### src/rtl/xt_kbd_pkg.sv
// Shared definitions for the HID-report to XT scan-code-set-1 converter.
// Holds the diff-engine state encoding, the fixed byte constants, the
// modifier-bit code table and small helpers over the three key slots.
package xt_kbd_pkg;

    typedef enum logic [2:0] {
        ST_IDLE = 3'd0,
        ST_SNAP = 3'd1,
        ST_MOD  = 3'd2,
        ST_BRK  = 3'd3,
        ST_MAK  = 3'd4,
        ST_PFX  = 3'd5
    } xt_state_e;

    // Slot 0 holds keycode1, slot 2 holds keycode3.
    typedef logic [2:0][7:0] key_slots_t;

    localparam logic [7:0] E0_PREFIX    = 8'hE0;
    localparam logic [7:0] BREAK_BIT    = 8'h80;
    localparam logic [7:0] HID_ROLLOVER = 8'h01;

    // Modifier bit -> {ext, code[6:0]}; bit 7 of the result marks an E0 code.
    function automatic logic [7:0] mod_code(input logic [2:0] bit_idx);
        case (bit_idx)
            3'd0:    mod_code = 8'h1D;  // LCtrl
            3'd1:    mod_code = 8'h2A;  // LShift
            3'd2:    mod_code = 8'h38;  // LAlt
            3'd3:    mod_code = 8'hDB;  // LGUI   E0 5B
            3'd4:    mod_code = 8'h9D;  // RCtrl  E0 1D
            3'd5:    mod_code = 8'h36;  // RShift
            3'd6:    mod_code = 8'hB8;  // RAlt   E0 38
            default: mod_code = 8'hDC;  // RGUI   E0 5C
        endcase
    endfunction

    // Final byte written to the FIFO: 7-bit code with the break bit or'ed in.
    function automatic logic [7:0] set1_byte(input logic [6:0] code, input logic brk);
        set1_byte = {1'b0, code} | (brk ? BREAK_BIT : 8'h00);
    endfunction

    function automatic logic [7:0] slot_of(input key_slots_t keys, input logic [1:0] sel);
        case (sel)
            2'd0:    slot_of = keys[0];
            2'd1:    slot_of = keys[1];
            default: slot_of = keys[2];
        endcase
    endfunction

    function automatic logic in_slots(input logic [7:0] usage, input key_slots_t keys);
        in_slots = (usage == keys[0]) || (usage == keys[1]) || (usage == keys[2]);
    endfunction

    // True when the usage in slot 'sel' already appeared in a lower slot, so a
    // duplicated usage inside one report is only ever reported once.
    function automatic logic dup_before(input key_slots_t keys, input logic [1:0] sel);
        case (sel)
            2'd1:    dup_before = (keys[1] == keys[0]);
            2'd2:    dup_before = (keys[2] == keys[0]) || (keys[2] == keys[1]);
            default: dup_before = 1'b0;
        endcase
    endfunction

endpackage

### src/rtl/hid_report_to_xt_if.sv
// Scan-code byte stream between the converter and the keyboard-controller
// emulation.
//   scancode        FIFO head byte, valid while scancode_avail is high
//   scancode_avail  FIFO non-empty (IRQ1 request level)
//   scancode_rd     one-cycle pop strobe from the consumer
// master = converter (producer), slave = keyboard-controller side.
interface hid_report_to_xt_if;
    logic [7:0] scancode;
    logic       scancode_avail;
    logic       scancode_rd;

    modport master (output scancode, output scancode_avail, input scancode_rd);
    modport slave  (input scancode, input scancode_avail, output scancode_rd);
endinterface

### src/rtl/hid_usage_to_set1.sv
// Combinational ROM: HID keyboard usage -> scan-code set 1.
//   usage  in   HID usage code
//   entry  out  {ext, code[6:0]}; ext=1 means the code needs an E0 prefix,
//               8'h00 means the usage has no translation.
module hid_usage_to_set1 (
    input  logic [7:0] usage,
    output logic [7:0] entry
);

    // Usage lookup table; anything outside 04..65 has no translation.
    always_comb begin
        case (usage)
            8'h04: entry = 8'h1E;  8'h05: entry = 8'h30;  8'h06: entry = 8'h2E;  8'h07: entry = 8'h20;
            8'h08: entry = 8'h12;  8'h09: entry = 8'h21;  8'h0A: entry = 8'h22;  8'h0B: entry = 8'h23;
            8'h0C: entry = 8'h17;  8'h0D: entry = 8'h24;  8'h0E: entry = 8'h25;  8'h0F: entry = 8'h26;
            8'h10: entry = 8'h32;  8'h11: entry = 8'h31;  8'h12: entry = 8'h18;  8'h13: entry = 8'h19;
            8'h14: entry = 8'h10;  8'h15: entry = 8'h13;  8'h16: entry = 8'h1F;  8'h17: entry = 8'h14;
            8'h18: entry = 8'h16;  8'h19: entry = 8'h2F;  8'h1A: entry = 8'h11;  8'h1B: entry = 8'h2D;
            8'h1C: entry = 8'h15;  8'h1D: entry = 8'h2C;
            8'h1E: entry = 8'h02;  8'h1F: entry = 8'h03;  8'h20: entry = 8'h04;  8'h21: entry = 8'h05;
            8'h22: entry = 8'h06;  8'h23: entry = 8'h07;  8'h24: entry = 8'h08;  8'h25: entry = 8'h09;
            8'h26: entry = 8'h0A;  8'h27: entry = 8'h0B;
            8'h28: entry = 8'h1C;  8'h29: entry = 8'h01;  8'h2A: entry = 8'h0E;  8'h2B: entry = 8'h0F;
            8'h2C: entry = 8'h39;  8'h2D: entry = 8'h0C;  8'h2E: entry = 8'h0D;  8'h2F: entry = 8'h1A;
            8'h30: entry = 8'h1B;  8'h31: entry = 8'h2B;  8'h32: entry = 8'h2B;  8'h33: entry = 8'h27;
            8'h34: entry = 8'h28;  8'h35: entry = 8'h29;  8'h36: entry = 8'h33;  8'h37: entry = 8'h34;
            8'h38: entry = 8'h35;  8'h39: entry = 8'h3A;
            8'h3A: entry = 8'h3B;  8'h3B: entry = 8'h3C;  8'h3C: entry = 8'h3D;  8'h3D: entry = 8'h3E;
            8'h3E: entry = 8'h3F;  8'h3F: entry = 8'h40;  8'h40: entry = 8'h41;  8'h41: entry = 8'h42;
            8'h42: entry = 8'h43;  8'h43: entry = 8'h44;  8'h44: entry = 8'h57;  8'h45: entry = 8'h58;
            8'h46: entry = 8'hB7;  // PrintScr   E0 37
            8'h47: entry = 8'h46;  // ScrollLock
            8'h48: entry = 8'hC6;  // Pause: real set-1 Pause is an E1 sequence; the E0 46 (Ctrl-Break) form is used
            8'h49: entry = 8'hD2;  8'h4A: entry = 8'hC7;  8'h4B: entry = 8'hC9;  8'h4C: entry = 8'hD3;
            8'h4D: entry = 8'hCF;  8'h4E: entry = 8'hD1;
            8'h4F: entry = 8'hCD;  8'h50: entry = 8'hCB;  8'h51: entry = 8'hD0;  8'h52: entry = 8'hC8;
            8'h53: entry = 8'h45;  8'h54: entry = 8'hB5;  8'h55: entry = 8'h37;  8'h56: entry = 8'h4A;
            8'h57: entry = 8'h4E;  8'h58: entry = 8'h9C;  8'h59: entry = 8'h4F;  8'h5A: entry = 8'h50;
            8'h5B: entry = 8'h51;  8'h5C: entry = 8'h4B;  8'h5D: entry = 8'h4C;  8'h5E: entry = 8'h4D;
            8'h5F: entry = 8'h47;  8'h60: entry = 8'h48;  8'h61: entry = 8'h49;  8'h62: entry = 8'h52;
            8'h63: entry = 8'h53;  8'h64: entry = 8'h56;  8'h65: entry = 8'hDD;
            default: entry = 8'h00;
        endcase
    end

endmodule

### src/rtl/hid_report_to_xt.sv
// HID boot-keyboard report -> XT scan-code-set-1 byte stream.
// Each new report (report_flip toggle) is diffed against the previous one:
// modifier bits first, then released keys, then pressed keys. Resulting
// bytes go into a DEPTH-entry FIFO read by the keyboard-controller model.
//   clk, reset        clock, synchronous active-high reset
//   shift             HID modifier byte (bit0 LCtrl .. bit7 RGUI)
//   keycode1..3       HID usages of the report, 00 = empty slot
//   report_flip       toggles once per new report
//   busy              diff engine not idle
//   sc                scan-code byte stream (master side)
module hid_report_to_xt
    import xt_kbd_pkg::*;
#(
    parameter int DEPTH = 16
) (
    input  logic                      clk,
    input  logic                      reset,
    input  logic [7:0]                shift,
    input  logic [7:0]                keycode1,
    input  logic [7:0]                keycode2,
    input  logic [7:0]                keycode3,
    input  logic                      report_flip,
    output logic                      busy,
    hid_report_to_xt_if.master        sc
);

    localparam int AW = $clog2(DEPTH);

    xt_state_e      state_r, state_s, ret_state_r, adv_state_s, adv_base_s;
    logic [2:0]     idx_r, idx_s, adv_idx_s;
    logic           adv_commit_s, commit_s;
    logic           flip_seen_r, pending_r, clr_pending_s;
    logic           snap_s, rollover_s, go_pfx_s;
    logic [7:0]     new_shift_r, prev_shift_r;
    key_slots_t     new_key_r, prev_key_r;
    logic [7:0]     pfx_byte_r;
    logic [7:0]     step_usage_s, step_entry_s, rom_entry_s;
    logic           step_emit_s, step_brk_s;
    logic           wr_en_s;
    logic [7:0]     wr_data_s;

    logic [7:0]     mem_r [DEPTH];
    logic [AW:0]    wr_ptr_r, rd_ptr_r, wr_ptr_nx_s, rd_ptr_nx_s;
    logic           full_s, pop_s;
    logic [7:0]     head_nx_s, scancode_r;
    logic           avail_r, busy_r;

    hid_usage_to_set1 u_rom (
        .usage (step_usage_s),
        .entry (rom_entry_s)
    );

    assign rollover_s = (keycode1 == HID_ROLLOVER) || (keycode2 == HID_ROLLOVER) ||
                        (keycode3 == HID_ROLLOVER);
    assign full_s     = (wr_ptr_r[AW] != rd_ptr_r[AW]) &&
                        (wr_ptr_r[AW-1:0] == rd_ptr_r[AW-1:0]);
    assign pop_s      = sc.scancode_rd && avail_r;

    assign sc.scancode       = scancode_r;
    assign sc.scancode_avail = avail_r;
    assign busy              = busy_r;

    // Decide what the current diff step would emit (code, make/break, whether at all).
    always_comb begin
        step_usage_s = (state_r == ST_BRK) ? slot_of(prev_key_r, idx_r[1:0])
                                           : slot_of(new_key_r, idx_r[1:0]);
        step_entry_s = 8'h00;
        step_emit_s  = 1'b0;
        step_brk_s   = 1'b0;
        case (state_r)
            ST_MOD: begin
                step_entry_s = mod_code(idx_r);
                step_emit_s  = new_shift_r[idx_r] ^ prev_shift_r[idx_r];
                step_brk_s   = prev_shift_r[idx_r];
            end
            ST_BRK: begin
                step_entry_s = rom_entry_s;
                step_emit_s  = (step_usage_s != 8'h00) && !in_slots(step_usage_s, new_key_r) &&
                               !dup_before(prev_key_r, idx_r[1:0]) && (rom_entry_s != 8'h00);
                step_brk_s   = 1'b1;
            end
            ST_MAK: begin
                step_entry_s = rom_entry_s;
                step_emit_s  = (step_usage_s != 8'h00) && !in_slots(step_usage_s, prev_key_r) &&
                               !dup_before(new_key_r, idx_r[1:0]) && (rom_entry_s != 8'h00);
                step_brk_s   = 1'b0;
            end
            default: begin
                step_entry_s = 8'h00;
            end
        endcase
    end

    // Where the walk goes after the current index is finished; PFX finishes the caller's index.
    always_comb begin
        adv_base_s   = (state_r == ST_PFX) ? ret_state_r : state_r;
        adv_state_s  = ST_IDLE;
        adv_idx_s    = 3'd0;
        adv_commit_s = 1'b0;
        case (adv_base_s)
            ST_MOD: begin
                if (idx_r == 3'd7) begin
                    adv_state_s = ST_BRK;
                end else begin
                    adv_state_s = ST_MOD;
                    adv_idx_s   = idx_r + 3'd1;
                end
            end
            ST_BRK: begin
                if (idx_r == 3'd2) begin
                    adv_state_s = ST_MAK;
                end else begin
                    adv_state_s = ST_BRK;
                    adv_idx_s   = idx_r + 3'd1;
                end
            end
            ST_MAK: begin
                if (idx_r == 3'd2) begin
                    adv_state_s  = ST_IDLE;
                    adv_commit_s = 1'b1;
                end else begin
                    adv_state_s = ST_MAK;
                    adv_idx_s   = idx_r + 3'd1;
                end
            end
            default: begin
                adv_state_s = ST_IDLE;
            end
        endcase
    end

    // Next-state and FIFO-write decode; a needed write into a full FIFO freezes the walk.
    always_comb begin
        state_s       = state_r;
        idx_s         = idx_r;
        commit_s      = 1'b0;
        clr_pending_s = 1'b0;
        snap_s        = 1'b0;
        go_pfx_s      = 1'b0;
        wr_en_s       = 1'b0;
        wr_data_s     = 8'h00;
        case (state_r)
            ST_IDLE: begin
                if (pending_r) begin
                    state_s       = ST_SNAP;
                    clr_pending_s = 1'b1;
                end else begin
                    state_s = ST_IDLE;
                end
            end
            ST_SNAP: begin
                snap_s = 1'b1;
                idx_s  = 3'd0;
                if (rollover_s) begin
                    state_s = ST_IDLE;
                end else begin
                    state_s = ST_MOD;
                end
            end
            ST_MOD, ST_BRK, ST_MAK: begin
                // Extended codes write E0 here and the code byte itself from PFX.
                wr_data_s = step_entry_s[7] ? E0_PREFIX : set1_byte(step_entry_s[6:0], step_brk_s);
                if (!step_emit_s) begin
                    state_s  = adv_state_s;
                    idx_s    = adv_idx_s;
                    commit_s = adv_commit_s;
                end else if (full_s) begin
                    state_s = state_r;
                end else if (step_entry_s[7]) begin
                    wr_en_s  = 1'b1;
                    go_pfx_s = 1'b1;
                    state_s  = ST_PFX;
                end else begin
                    wr_en_s  = 1'b1;
                    state_s  = adv_state_s;
                    idx_s    = adv_idx_s;
                    commit_s = adv_commit_s;
                end
            end
            ST_PFX: begin
                wr_data_s = pfx_byte_r;
                if (full_s) begin
                    state_s = ST_PFX;
                end else begin
                    wr_en_s  = 1'b1;
                    state_s  = adv_state_s;
                    idx_s    = adv_idx_s;
                    commit_s = adv_commit_s;
                end
            end
            default: begin
                state_s = ST_IDLE;
            end
        endcase
    end

    // FIFO pointer advance and the head byte that will be visible next cycle.
    always_comb begin
        wr_ptr_nx_s = wr_ptr_r + {{AW{1'b0}}, wr_en_s};
        rd_ptr_nx_s = rd_ptr_r + {{AW{1'b0}}, pop_s};
        if (rd_ptr_nx_s == wr_ptr_nx_s) begin
            head_nx_s = 8'h00;
        end else if (wr_en_s && (rd_ptr_nx_s == wr_ptr_r)) begin
            head_nx_s = wr_data_s;
        end else begin
            head_nx_s = mem_r[rd_ptr_nx_s[AW-1:0]];
        end
    end

    // FSM, report snapshots, toggle detection, FIFO pointers and registered outputs.
    always_ff @(posedge clk) begin
        if (reset) begin
            state_r      <= ST_IDLE;
            ret_state_r  <= ST_IDLE;
            idx_r        <= 3'd0;
            flip_seen_r  <= report_flip;
            pending_r    <= 1'b0;
            new_shift_r  <= 8'h00;
            new_key_r    <= '0;
            prev_shift_r <= 8'h00;
            prev_key_r   <= '0;
            pfx_byte_r   <= 8'h00;
            wr_ptr_r     <= '0;
            rd_ptr_r     <= '0;
            scancode_r   <= 8'h00;
            avail_r      <= 1'b0;
            busy_r       <= 1'b0;
        end else begin
            state_r     <= state_s;
            idx_r       <= idx_s;
            flip_seen_r <= report_flip;
            // A fresh toggle wins over the IDLE->SNAP clear so no report is lost.
            if (flip_seen_r != report_flip) begin
                pending_r <= 1'b1;
            end else if (clr_pending_s) begin
                pending_r <= 1'b0;
            end
            if (snap_s && !rollover_s) begin
                new_shift_r <= shift;
                new_key_r   <= {keycode3, keycode2, keycode1};
            end
            if (go_pfx_s) begin
                ret_state_r <= state_r;
                pfx_byte_r  <= set1_byte(step_entry_s[6:0], step_brk_s);
            end
            if (commit_s) begin
                prev_shift_r <= new_shift_r;
                prev_key_r   <= new_key_r;
            end
            wr_ptr_r   <= wr_ptr_nx_s;
            rd_ptr_r   <= rd_ptr_nx_s;
            scancode_r <= head_nx_s;
            avail_r    <= (rd_ptr_nx_s != wr_ptr_nx_s);
            busy_r     <= (state_s != ST_IDLE);
        end
    end

    // FIFO storage; contents are don't-care until written.
    always_ff @(posedge clk) begin
        if (wr_en_s) begin
            mem_r[wr_ptr_r[AW-1:0]] <= wr_data_s;
        end
    end

endmodule
### src/flat_wrapper.sv
// flat-port wrapper written by rule: the top's interface ports become plain ports
module hid_report_to_xt_flat import xt_kbd_pkg::*;
#(
    parameter int DEPTH = 16
)
  (clk, reset, shift, keycode1, keycode2, keycode3, report_flip, busy, sc_scancode, sc_scancode_avail, sc_scancode_rd);
  hid_report_to_xt_if sc_i ();
  input  logic clk;
  input  logic reset;
  input  logic [7:0] shift;
  input  logic [7:0] keycode1;
  input  logic [7:0] keycode2;
  input  logic [7:0] keycode3;
  input  logic report_flip;
  output logic busy;
  output wire logic [$bits(sc_i.scancode)-1:0] sc_scancode;
  output wire logic [$bits(sc_i.scancode_avail)-1:0] sc_scancode_avail;
  input wire logic [$bits(sc_i.scancode_rd)-1:0] sc_scancode_rd;
  assign sc_scancode = sc_i.scancode;
  assign sc_scancode_avail = sc_i.scancode_avail;
  assign sc_i.scancode_rd = sc_scancode_rd;
  hid_report_to_xt #(.DEPTH(DEPTH)) u_core (.clk(clk), .reset(reset), .shift(shift), .keycode1(keycode1), .keycode2(keycode2), .keycode3(keycode3), .report_flip(report_flip), .busy(busy), .sc(sc_i));
endmodule
### config.mk
export PLATFORM = sky130hd
export DESIGN_NAME = hid_report_to_xt_flat
export DESIGN_NICKNAME = d
export VERILOG_FILES = /design/src/rtl/xt_kbd_pkg.sv /design/src/rtl/hid_report_to_xt_if.sv /design/src/rtl/hid_usage_to_set1.sv /design/src/rtl/hid_report_to_xt.sv /design/src/flat_wrapper.sv
export SDC_FILE = /design/constraint.sdc
export NUM_CORES = 1
export LEC_CHECK = 0
export ABC_AREA = 1
export CAP_MARGIN = 20
export CORE_AREA = 2 2 159 223
export DETAILED_ROUTE_END_ITERATION = 16
export DIE_AREA = 0 0 161 225
export GPL_TIMING_DRIVEN = 0
export PLACE_DENSITY = 0.52
export SKIP_LAST_GASP = 1
export SLEW_MARGIN = 20
export SYNTH_ARGS = -nofsm -noshare
export SYNTH_HDL_FRONTEND = slang
export SYNTH_HIERARCHICAL = 1
export SYNTH_SLANG_ARGS = --single-unit
### constraint.sdc
create_clock -name clk -period 5.8 [get_ports clk]
set_input_delay 1.74 -clock clk [delete_from_list [all_inputs] [get_ports clk]]
set_output_delay 1.74 -clock clk [all_outputs]
set_load 0.05 [all_outputs]
; ---- After elaboration in Yosys (flattened, before gate mapping)
; Memories as Yosys holds them, arrays and structs flattened.
; Index checks and enable logic that the tools add are counted.
[classes]
add_sub_neg = 3
n_lt_le_gt_ge = 1
eq_ne = 41
mux = 61
bitwise = 2
reduce_logical = 36
[ops]
columns = operator, n
row1 = 8-bit equality test, 12
row2 = 8-bit one-hot mux with 2 select lines, 4
row3 = 8-bit one-hot mux with 7 select lines, 1
row4 = 8-bit two-way mux, 5
row5 = 3-bit two-way mux, 13
row6 = 1-bit two-way mux, 25
row7 = 8-bit by 1-bit equality test with 1-bit output (second input constant), 3
row8 = 3-bit equality test (second input constant), 7
row9 = 3-bit by 2-bit equality test with 1-bit output (second input constant), 6
row10 = 3-bit one-hot mux with 3 select lines, 2
row11 = 8-bit nonzero test, 2
row12 = 3-bit one-hot mux with 4 select lines, 1
row13 = 5-bit by 1-bit adder with 5-bit output, 2
row14 = 5-bit equality test, 2
row15 = 1-bit logical AND, 10
row16 = 1-bit one-hot mux with 2 select lines, 5
row17 = 1-bit logical OR, 8
row18 = 7-bit by 8-bit OR with 8-bit output, 1
row19 = 1-bit binary-select mux with 3-bit select, 2
row20 = 3-bit by 1-bit equality test with 1-bit output (second input constant), 2
row21 = 3-bit logical NOT, 2
row22 = 3-bit != test (second input constant), 2
row23 = 3-bit one-hot mux with 2 select lines, 1
row24 = 3-bit nonzero test, 2
row25 = other kinds (17), 24
[word_totals]
register_bits = 103
ram_bits = 128
mem_bits_ro = 1024
input_bits = 36
output_inout_bits = 10
n_memories = 2
[mem_list]
columns = memory, depth, width, rd, rd_clocked_by_memory_dff, wr, line
row1 = (name not given), 128, 8, 1, 0, 0, hid_usage_to_set1.sv:12  ; case (usage)
row2 = u_core.mem_r, 16, 8, 1, 0, 1, hid_report_to_xt.sv:42  ; logic [7:0] mem_r [DEPTH];

; ---- Depth between registers and ports, before layout
[depth]
depth_word = 16
depth_mapped = 38
ltp_nobuf = 35

; ---- Cells and area by module
; The synthesis kept the hierarchy.
[modules_own_cells]
columns = mod, n_inst, cells_per_inst, area_per_inst_um2, seq_area_each_um2
row1 = hid_report_to_xt, 1, 1534, 12020.3, 5905.7
row2 = hid_usage_to_set1, 1, 249, 1193.6, 0.0

; ---- Least setup slack after synthesis
; OpenSTA, ideal clock, no wires.
[synth_path]
path_type = register -> register
startpoint = register u_core.idx_r[0]
endpoint = register u_core.scancode_r[7] (netlist: u_core/sc.scancode[7])
arrival_time_ps = 4941
required_time_ps = 5688
slack_ps = 747
path_stages_with_launch = 38
n_path_buf = 3
period_less_slack_ps = 5053
cell_sequence = dfxtp_1 -> inv_1 -> clkbuf_1 -> ha_1 -> buf_4 -> buf_6 -> nand2_1 -> nand2_1 -> nor2_1 -> nand2_2 -> nand2_2 -> inv_1 -> inv_1 -> ha_1 -> nand2_1 -> nand3_1 -> nand2_1 -> nor2_1 -> [2 not listed] -> a21oi_1 -> nor4_1 -> a22oi_1 -> nand2_2 -> nand2_2 -> nand2_1 -> nand2_2 -> ha_1 -> ha_1 -> nand2_1 -> xnor2_1 -> inv_1 -> nand2_1 -> o21ai_0 -> a21oi_1 -> a41oi_2 -> nand2_1 -> nor2_1
[synth_between]
elab_cells_between_ends = 61
cone_classes = add/sub: 1 / eq/ne: 15 / mux: 22 / bitwise: 2 / reduce/logical: 20 / memory: 1
[synth_lines]
columns = element, line
row1 = from (decl), hid_report_to_xt.sv:30  ; logic [2:0] idx_r, idx_s, adv_idx_s;
row2 = from (signal assigned), hid_report_to_xt.sv:230  ; idx_r <= idx_s;
row3 = 2-bit by 1-bit equality test with 1-bit output or 2-bit logical NOT (tied branches), xt_kbd_pkg.sv:42  ; case (sel)
row4 = 8-bit one-hot mux with 2 select lines, xt_kbd_pkg.sv:42
row5 = 8-bit two-way mux *, hid_report_to_xt.sv:65  ; step_usage_s = (state_r == ST_BRK) ? slot_of(prev_key_r, idx_r[1:0])
row6 = named net u_core.step_usage_s[1], hid_report_to_xt.sv:37  ; logic [7:0] step_usage_s, step_entry_s, rom_entry_s;
row7 = memory 128 x 8 bit *, n/a
row8 = 8-bit two-way mux *, hid_usage_to_set1.sv:12
row9 = named net u_core.rom_entry_s[1], hid_report_to_xt.sv:37
row10 = 8-bit nonzero test *, "hid_report_to_xt.sv:79, hid_report_to_xt.sv:85"
row11 = "1-bit logical AND, on equally long branches", "hid_report_to_xt.sv:85, hid_report_to_xt.sv:79"
row12 = 1-bit one-hot mux with 3 select lines *, hid_report_to_xt.sv:70  ; case (state_r)
row13 = 1-bit two-way mux *, hid_report_to_xt.sv:163  ; if (!step_emit_s) begin
row14 = 1-bit one-hot mux with 2 select lines *, hid_report_to_xt.sv:142  ; case (state_r)
row15 = 5-bit by 1-bit adder with 5-bit output, hid_report_to_xt.sv:199  ; wr_ptr_nx_s = wr_ptr_r + {{AW{1'b0}}, wr_en_s};
row16 = 5-bit equality test, hid_report_to_xt.sv:201  ; if (rd_ptr_nx_s == wr_ptr_nx_s) begin
row17 = 2-bit OR reduction (no source line), n/a
row18 = to (signal assigned), hid_report_to_xt.sv:252  ; scancode_r <= head_nx_s;
row19 = to (decl), hid_report_to_xt.sv:45  ; logic [7:0] head_nx_s, scancode_r;
; The timed path passes the listed nets; every way through them passes the cells marked *. The select of a mux whose other input is x is not followed.
; A chain may end at the register's enable or synchronous reset.

; ---- Worst setup path in the final report
[layout_path]
startpoint = register u_core.idx_r[1]
endpoint = register u_core.scancode_r[5] (netlist: u_core/sc.scancode[5])
; The elaborated chain is that of the path after synthesis.

==> run_results.csv <==
group,metric,value,unit
sta,tightest_slew,1.138,ns
layout,drive_gt1_frac,0.09539,
detailed_routing,drtAntennaViolNets,0,
detailed_routing,drt-initial-drc-count,919,
logic_synthesis,yosysWarnings,6,
critical_path,r2r_slack,0.22,ns
global_route,grt_start_max_net_pins,18,
sta,slew_violations,0,
place,dp_hpwl,35010,um
place,place_congestion,0.9487,
flow_run,cap_violations,0,
pwr,leakagePower,0.006512,uW
clock_tree,clk_pin_slew,0.06,ns
place,dp.cells,2285,
clock_tree,cts_buffer_depth,3,
place,io_buffers,44,
critical_path,crit_type,"flip-flop to flip-flop",
layout,layout.nets,1950,
clock_tree,clockRootBuffer,"clkbuf_16",
global_route,grt-ovfl-total,0,
logic_synthesis,synth.area.top_cells,"edfxtp_1 (29%), dfxtp_1 (16%), nand2_1 (13%), nor2_1 (7.4%), nand3_1 (6.0%)",
detailed_routing,vias,12640,
pwr,seq_power_share,0.404,
layout,syn2layout_area_growth,18.65,%
critical_path,cp.arrival,6.04,ns
pwr,p_switching,1399,uW
pwr,p_int,3013,uW
critical_path,cp-end-kind,"flip-flop",
clock_tree,clk_latency,0.56,ns
critical_path,rr_worst_depth,37,
global_route,grt_pass1_wl,71500,um
layout,regArea,5913,um2
logic_synthesis,postSynthAreaPerCell,7.411,um2
layout,nFillCells,3449,
layout,final_common_cell,"nand2_1",
clock_tree,htreeDepth,1,
clock_tree,cts_tree,"done",
critical_path,critPathMaxFanout,10,
logic_synthesis,synth-edff-count,128,
floorplan,coreArea,34030,um2
critical_path,cp-startpoint,"u_core/idx_r[1]",
sta,setup_viol,0,
layout,antenna_cells,0,
sta,relSlewSlack,0.2386,
critical_path,reg2reg_to,"u_core/sc.scancode[5]",
logic_synthesis,synth_seq_cells,231,
sta,finalCritPeriodShare,0.9618,
floorplan,rows,80,
global_route,grt_pass1_vias,12260,
detailed_routing,dr.pass1.iters,5,
detailed_routing,drc,0,
logic_synthesis,mappedNetlistNets,1844,
sta,worst_clock_skew,0.01592,ns
critical_path,startpoint_type,"flip-flop",
logic_synthesis,ys_types,44,
pwr,power_density,281.4,nW/um2
pwr,power_switching_share,0.3171,
logic_synthesis,synth_top_area_share,0.2909,
detailed_routing,avgRoutedWirePerCell,20.24,um
logic_synthesis,synth_area,13210,um2
critical_path,critPathRequiredTime,6.26,ns
logic_synthesis,synthFlopType,"edfxtp_1",
global_route,antenna_found_initial,0,
logic_synthesis,yosysSeqAreaShare,0.4469,
clock_tree,holdBufCountCts,0,
floorplan,die_area,36230,um2
floorplan,chipHeight,225,um
place,preCtsSetupSlack,-1.441,ns
floorplan,pin_count,46,
sta,fin_crit,5.578,ns
outcome,status,"completed",
critical_path,endpoint,"u_core/sc.scancode[5]",
layout,multi_input_area,6604,um2
detailed_routing,wirelength,47740,um
pwr,vdd_drop_max,205.0,uV
sta,setup_slack,0.2215,ns
critical_path,critPathSlowestCell,"dfxtp_4",
floorplan,die_width,161,um
clock_tree,cts_buffers,25,
pwr,comb_power_share,0.226,
critical_path,critPathMostFrequentCell,"nand2_1",
sta,hold_viol_final,0,
floorplan,initial_core_util,0.3883,
logic_synthesis,netlist_instances,1783,
worst_hold_path,min_path_type,"flip-flop to flip-flop",
logic_synthesis,synthArstFlopShare,0,
detailed_routing,via_per_inst,5.357,
sta,fmax,179.3,MHz
pwr,fin_total_pwr,4413,uW
critical_path,slowest_delay,0.39,ns
global_route,track_usage,0.2591,
layout,layout_common_cells,"nand2_1 (460), nor2_1 (251), nand3_1 (156)",
logic_synthesis,synth_area_leader_cell,"edfxtp_1",
layout,stdcell_count,2359,
critical_path,rr_startpoint,"u_core/idx_r[1]",
clock_tree,cts.sinks,231,
pwr,clkPwrFrac,0.370,
-- power by group through the flow --
stage | registers [uW] | logic, uW | clock network (uW)
2_1_floorplan | 1820 | 575 | 0
3_3_place_gp | 1820 | 884 | 0
3_5_place_dp | 1820 | 887 | 0
4_1_cts | 1780 | 957 | 1670
5_1_grt | 1780 | 1090 | 1730
6_report | 1780 | 999 | 1630
-- cell type report --
class / instances / share of cell area
clock inverters: 13 / 0.009097
multi-input cells: 1307 / 0.4212
plain buffers: 84 / 0.02490
well taps: 451 / 0.03599
flip-flops and latches: 231 / 0.3771
inverters: 160 / 0.04006
repair buffers: 80 / 0.04788
clock buffers: 33 / 0.04373
-- cell families (layout without fill, tap and decap cells) --
kind of cell / count (synthesis) / after routing / synth area share
xor gates and xnor gates: 41 / 41 / 0.02718
and+or+nand+nor: 946 / 946 / 0.3002
muxes: 1 / 1 / 0.0007575
adders and majority gates: 25 / 25 / 0.02367
DFF: 231 / 231 / 0.4469
buffers and inverters: 246 / 370 / 0.07386
AOI/OAI and AO/OA: 293 / 294 / 0.1275
-- registers in the layout, indices dropped and copies added (netlist names) --
name                      cells
u_core/mem_r                128
u_core/new_key_r             24
u_core/prev_key_r            24
u_core/new_shift_r            8
u_core/pfx_byte_r             8
u_core/prev_shift_r           8
u_core/sc.scancode            8
u_core/rd_ptr_r               5
u_core/wr_ptr_r               5
u_core/idx_r                  3
u_core/ret_state_r            3
u_core/state_r                3
u_core/busy                   1
u_core/flip_seen_r            1
u_core/pending_r              1
u_core/sc.scancode_avail      1
-- worst min-delay path by stage --
stage,startpoint,to,slack (ns),cells after the start
after global placement,u_core/pfx_byte_r[6],u_core/pfx_byte_r[6],0.44,2
after CTS,u_core/pfx_byte_r[6],u_core/pfx_byte_r[6],0.45,2
after global routing,u_core/pfx_byte_r[5],u_core/pfx_byte_r[5],0.48,2
after floorplan,u_core/pfx_byte_r[0],u_core/pfx_byte_r[0],0.42,2
final,u_core/pfx_byte_r[6],u_core/pfx_byte_r[6],0.45,2
after detailed placement,u_core/pfx_byte_r[6],u_core/pfx_byte_r[6],0.44,2
-- per-layer routing --
metal	GRT usage	up-vias	routed length, um
met2	0.5041	353	25610
met3	0.02632	137	1657
met5	0	-	0
met1	0.2701	5998	17600
met4	0.1408	0	2871
li1	-	6149	-
-- Yosys cell counts, drive strengths merged, types with 2 or more instances --
cell type and instances:
nand3b 8, nand3 164, a21oi 89, nand2 483
nor4b 2, o2111ai 2, inv 158, buf 28
nor4 10, clkinv 2, a211oi 4, o21ai 137
ha 25, a22oi 3, clkbuf 58, xnor2 29
edfxtp 128, xor2 12, nor3 6, nand4 10
o22ai 7, a31oi 5, nor2 263, o221ai 32
dfxtp 103, o211ai 7
-- critical path, delay by kind of cell, from the launching register on --
kind                       cells  cell delay [ns]
DFF                            1             0.39
and+or+nand+nor               18             1.82
AOI/OAI and AO/OA              5             0.93
xor gates and xnor gates       1             0.17
buffers and inverters          9             1.29
adders and majority gates      4             0.85
-- through the flow --
stage / TNS [ns] / utilization / instance area [um2] / hold WS [ns]
detailed placement: -141.58 / 0.4202 / 14300 / 0.4415
finish: 0 / 0.4607 / 15680 / 0.4471
CTS: 0 / 0.4550 / 15480 / 0.4505
global placement: -153.27 / 0.4178 / 14220 / 0.4357
global route: -0.03318 / 0.4607 / 15680 / 0.4772
floorplan: 0 / - / 13210 / 0.4245
-- repair_timing --
| action | 4_1_cts | 5_1_grt |
|---|---|---|
| resized for setup | 39 | 31 |
| endpoints found under the hold margin | 0 | 0 |
| endpoints found under the setup margin | 201 | 89 |
| gates cloned | 1 | 0 |
| setup buffers | 18 | 11 |
| pin swaps | 5 | 12 |
(Power assumes the default switching activity.)
